[config.mk]
export PLATFORM = sky130hd
export DESIGN_NAME = wb_arb2_16
export DESIGN_NICKNAME = d
export VERILOG_FILES = /design/src/rtl/wb_arb2_16.sv
export SDC_FILE = /design/constraint.sdc
export NUM_CORES = 1
export LEC_CHECK = 0
export ABC_AREA = 1
export CORE_UTILIZATION = 23
export DETAILED_ROUTE_END_ITERATION = 8
export PLACE_DENSITY_LB_ADDON = 0.05
export SLEW_MARGIN = 20
export SYNTH_ARGS = -nofsm -noshare
export SYNTH_HDL_FRONTEND = slang
export SYNTH_SLANG_ARGS = --single-unit
[constraint.sdc]
create_clock -name clk -period 1.45 [get_ports clk]
set_clock_uncertainty 0.2 [all_clocks]
set_input_delay 0.29 -clock clk [delete_from_list [all_inputs] [get_ports clk]]
set_output_delay 0.29 -clock clk [all_outputs]
set_load 0.05 [all_outputs]
[src/rtl/wb_arb2_16.sv]
// wb_arb2_16: two-master round-robin Wishbone arbiter sharing one 16-bit slave.
//   clk, rst        : clock, asynchronous active-high reset
//   m0_*, m1_*      : master ports (adr, dat_i, cyc, stb, we, sel in; dat_o, ack, err, rty out)
//   s_*             : slave port, a combinational mux of the granted master
//   gnt             : one-hot grant {m1,m0}, 2'b00 when idle
// The winner keeps the slave for its whole cyc; a per-grant watchdog turns a
// silent slave into an err towards the owning master.
module wb_arb2_16 #(
    parameter int TO_W    = 8,
    parameter int TIMEOUT = 255
) (
    input  logic        clk,
    input  logic        rst,
    input  logic [15:0] m0_adr,
    input  logic [15:0] m0_dat_i,
    output logic [15:0] m0_dat_o,
    input  logic        m0_cyc,
    input  logic        m0_stb,
    input  logic        m0_we,
    input  logic [1:0]  m0_sel,
    output logic        m0_ack,
    output logic        m0_err,
    output logic        m0_rty,
    input  logic [15:0] m1_adr,
    input  logic [15:0] m1_dat_i,
    output logic [15:0] m1_dat_o,
    input  logic        m1_cyc,
    input  logic        m1_stb,
    input  logic        m1_we,
    input  logic [1:0]  m1_sel,
    output logic        m1_ack,
    output logic        m1_err,
    output logic        m1_rty,
    output logic [15:0] s_adr,
    output logic [15:0] s_dat_o,
    input  logic [15:0] s_dat_i,
    output logic        s_cyc,
    output logic        s_stb,
    output logic        s_we,
    output logic [1:0]  s_sel,
    input  logic        s_ack,
    input  logic        s_err,
    input  logic        s_rty,
    output logic [1:0]  gnt
);
    localparam logic [1:0] IDLE = 2'd0, GNT0 = 2'd1, GNT1 = 2'd2;

    logic [1:0]      state, state_nxt;
    logic            last, to_err, hit, hold, pick0, chg, g0, g1, term;
    logic [TO_W-1:0] cnt;

    assign g0 = state == GNT0;
    assign g1 = state == GNT1;
    // the owner keeps the grant as long as its cyc stays high (bus lock)
    assign hold = (g0 && m0_cyc) || (g1 && m1_cyc);
    // m0 wins from IDLE when alone or when m1 was served last; after m1 releases it is the only candidate
    assign pick0 = m0_cyc && (g1 || (state == IDLE && (!m1_cyc || last)));
    assign state_nxt = hold ? state : pick0 ? GNT0 : m1_cyc ? GNT1 : IDLE;
    assign chg = state_nxt != state;

    assign s_adr   = g0 ? m0_adr : g1 ? m1_adr : '0;
    assign s_dat_o = g0 ? m0_dat_i : g1 ? m1_dat_i : '0;
    assign s_sel   = g0 ? m0_sel : g1 ? m1_sel : '0;
    assign s_we    = g0 ? m0_we : g1 && m1_we;
    // the cycle carrying a timeout err withdraws the request from the slave
    assign s_cyc   = !to_err && (g0 ? m0_cyc : g1 && m1_cyc);
    assign s_stb   = !to_err && (g0 ? m0_stb : g1 && m1_stb);

    assign term = s_ack || s_err || s_rty;
    // a real slave termination in the last watchdog cycle beats the timeout
    assign hit  = TIMEOUT != 0 && s_stb && !term && !chg && cnt == TO_W'(TIMEOUT - 1);

    assign m0_ack   = g0 && s_ack;
    assign m0_rty   = g0 && s_rty;
    assign m0_err   = g0 && (s_err || to_err);
    assign m0_dat_o = g0 ? s_dat_i : '0;
    assign m1_ack   = g1 && s_ack;
    assign m1_rty   = g1 && s_rty;
    assign m1_err   = g1 && (s_err || to_err);
    assign m1_dat_o = g1 ? s_dat_i : '0;
    assign gnt      = {g1, g0};

    always_ff @(posedge clk or posedge rst)
        if (rst) begin
            state  <= IDLE;
            last   <= 1'b1;
            to_err <= 1'b0;
            cnt    <= '0;
        end else begin
            state  <= state_nxt;
            last   <= chg && state_nxt != IDLE ? state_nxt == GNT1 : last;
            to_err <= hit;
            cnt    <= chg || term || !s_stb || hit ? '0 : cnt + TO_W'(1);
        end
endmodule

==> impl_metrics.yaml <==
run_status:
  status: "finished, violations left"
  violations: "setup timing"
sta:
  finalSetupViolCount: 88
  post-route-period-util: 1.407
  slew_headroom: 0.7931
  post-route-min-period_ns: 2.040
  worst_slack_ns: -0.5897
  finalMaxSlewViolations: 0
  fmax_mhz: 490.3
  finalHoldViolCount: 0
  worstMarginPinSlew_ns: 0.3093
  rsz0062_at_grt: "yes"
die:
  dieArea_mm2: 0.005968
  start_util: 0.2380
  die_h_um: 77.26
  core-area_mm2: 0.005473
  die_w_um: 77.26
  ioPinCount: 172
  num_rows: 27
worst_setup_path:
  r2r_cells: 8
  path_max_fanout: 16
  worstSetupPathType: "reg -> out"
  end_kind: "primary output"
  rrSetupSlack_ns: -0.27
  cp.arrival_ns: 1.55
  worstPathRequired_ns: 0.96
  worst_setup_path_start_kind: "flip-flop"
layout:
  final_common_cell: "clkdlybuf4s50_1"
  stdcell_count: 460
  nets: 485
  layout_common_cells: "clkdlybuf4s50_1 (93), buf_12 (80), nor2_4 (38)"
  area_growth_pct: 261.9
  utilization: 0.8612
  drive_gt1_frac: 0.5452
  fin_area_mm2: 0.004713
clock_tree:
  cts.sinks: 12
  cts_root_buf: "clkbuf_8"
  cts-buffers-inserted: 3
  htree_num_levels: 1
  clock_path_buffers: 2
  cts_tree: "done"
  cts.reportedPaths.clkPinSlew_ns: 0.05
  clock_latency_ns: 0.24
power:
  p_int_mw: 3.411
  power.net_switching_mw: 3.289
  comb_power_share: 0.884
  clkPwrFrac: 0.055
  leakage_nw: 1.983
  power.density_mw_per_mm2: 1422
  switching_share: 0.4909
  ir_drop_mv: 1.111
  p_total_mw: 6.701
  seqPwrFrac: 0.061
routing:
  vias: 2140
  viasPerCell: 4.652
  avgRoutedWirePerCell_um: 18.36
  wirelength_um: 8444
  drtIter0Drc: 94
  route.detailed.drc: 0
  final_antenna_net_count: 0
  firstDrtPassIters: 4
logic_synthesis:
  synth_cells: 193
  synth_area_mm2: 0.001302
  post_synth_num_cell_types: 23
  ys_ff_latch: 12
  synthTopCellsByArea: "a22o_1 (24%), dfrtp_1 (21%), nor2_1 (15%)"
  yosys_warnings: 0
  syn_avg_cell_area_um2: 6.749
  synth_top_cell_area_share: 0.2354
  ys_seq_area_frac: 0.2315
  synth_fp_nets: 290
  yosys.area.top_type: "a22o_1"
placement:
  post-dp-hpwl_um: 6418
  gp_congestion: 0.8230
  postPlaceCellArea_mm2: 0.004335
  dp_cells: 450
  port_buffers: 171
worst_hold_path:
  min_path_type: "in -> async"
global_routing:
  grt_pass1_wl_um: 11830
  grt_max_degree: 27
  grt_pass1_vias: 2082
  grtUsageTotal: 0.2557
  grt-ovfl-total: 0
  antenna_found_initial: 0
job:
  drv_cap: 0
-- metal layers --
| metal | track usage | part of all wire | vias to the layer above |
|---|---|---|---|
| li1 | - | - | 1024 |
| met1 | 0.3226 | 0.39 | 1024 |
| met2 | 0.4478 | 0.54 | 82 |
| met3 | 0.04405 | 0.055 | 10 |
| met4 | 0.05849 | 0.011 | 0 |
| met5 | 0 | 0 | - |
-- synthesized netlist by cell type, drive strengths merged --
cell type	n
a21boi	1
a21oi	5
a22o	35
buf	13
dfrtp	11
dfstp	1
ha	2
inv	35
nand2	16
nand3	10
nand4	2
nor2	54
nor3	1
o21ai	1
o31ai	1
xnor2	1
xor2	4
-- critical path, stage by stage, from the launching register on --
cell and delay (ns):
dfrtp_1 0.45, inv_2 0.08, nor2_4 0.18, buf_6 0.22, a22o_2 0.23, buf_12 0.14
-- per-stage QoR --
stage | hold slack, ns | TNS, ns | setup WS, ns
finish | 0.03843 | -41.57 | -0.5897
global route | 0.06938 | -45.57 | -0.6307
floorplan | -0.04608 | -19.19 | -0.2908
detailed placement | 0.2623 | -21.45 | -0.4039
global placement | 0.2548 | -18.67 | -0.3415
CTS | 0.04077 | -36.97 | -0.5209
-- final cells by class --
| cell class | count | area (um2) |
|---|---|---|
| diodes | 1 | 2.502 |
| clock buffers | 4 | 55.05 |
| fillers | 273 | 759.5 |
| inverters | 35 | 147.6 |
| multi-input cells | 133 | 1326 |
| flip-flops and latches | 12 | 302.8 |
| well taps | 72 | 90.09 |
| repair buffers | 203 | 2789 |
-- flip-flops by register name, summed over array words and instances (netlist names) --
signal,cells
cnt,8
last,1
state,2
to_err,1
-- kinds of logic after synthesis --
kind of cell,count (synthesis),synth area share
buffers and inverters,48,0.1604
AO/OA/AOI/OAI,43,0.2786
AND/OR/NAND/NOR,83,0.2767
flip-flops,12,0.2315
XOR/XNOR,5,0.03362
adder cells (fa/ha/maj),2,0.01921
-- power by group through the flow --
stage,Clock [mW],Sequential [mW],Combinational (mW)
after floorplan,0,0.416,2.86
after global placement,0,0.407,5.42
after detailed placement,0,0.410,5.47
after CTS,0.372,0.407,5.64
after global routing,0.390,0.414,6.09
final,0.368,0.412,5.92
-- final timing paths --
path | startpoint | endpoint
min in group clk | last$_DFFE_PP1P_ | last$_DFFE_PP1P_
worst min-delay path | rst | state[1]$_DFF_PP0_
worst min register to register | last$_DFFE_PP1P_ | last$_DFFE_PP1P_
worst max register to register | state[1]$_DFF_PP0_ | cnt[6]$_DFF_PP0_
worst max-delay path | state[1]$_DFF_PP0_ | s_sel[0]
max in group asynchronous | rst | cnt[6]$_DFF_PP0_
-- timing repair --
| item | in CTS | in global routing |
|---|---|---|
| gates cloned | 1 | 1 |
| setup buffers | 0 | 4 |
| endpoints found under the setup margin | 89 | 89 |
| pin swaps | 4 | 6 |
| gates resized for setup | 27 | 27 |
| hold buffers | 0 | 0 |
Note: power is estimated with default switching activity, not from simulation.
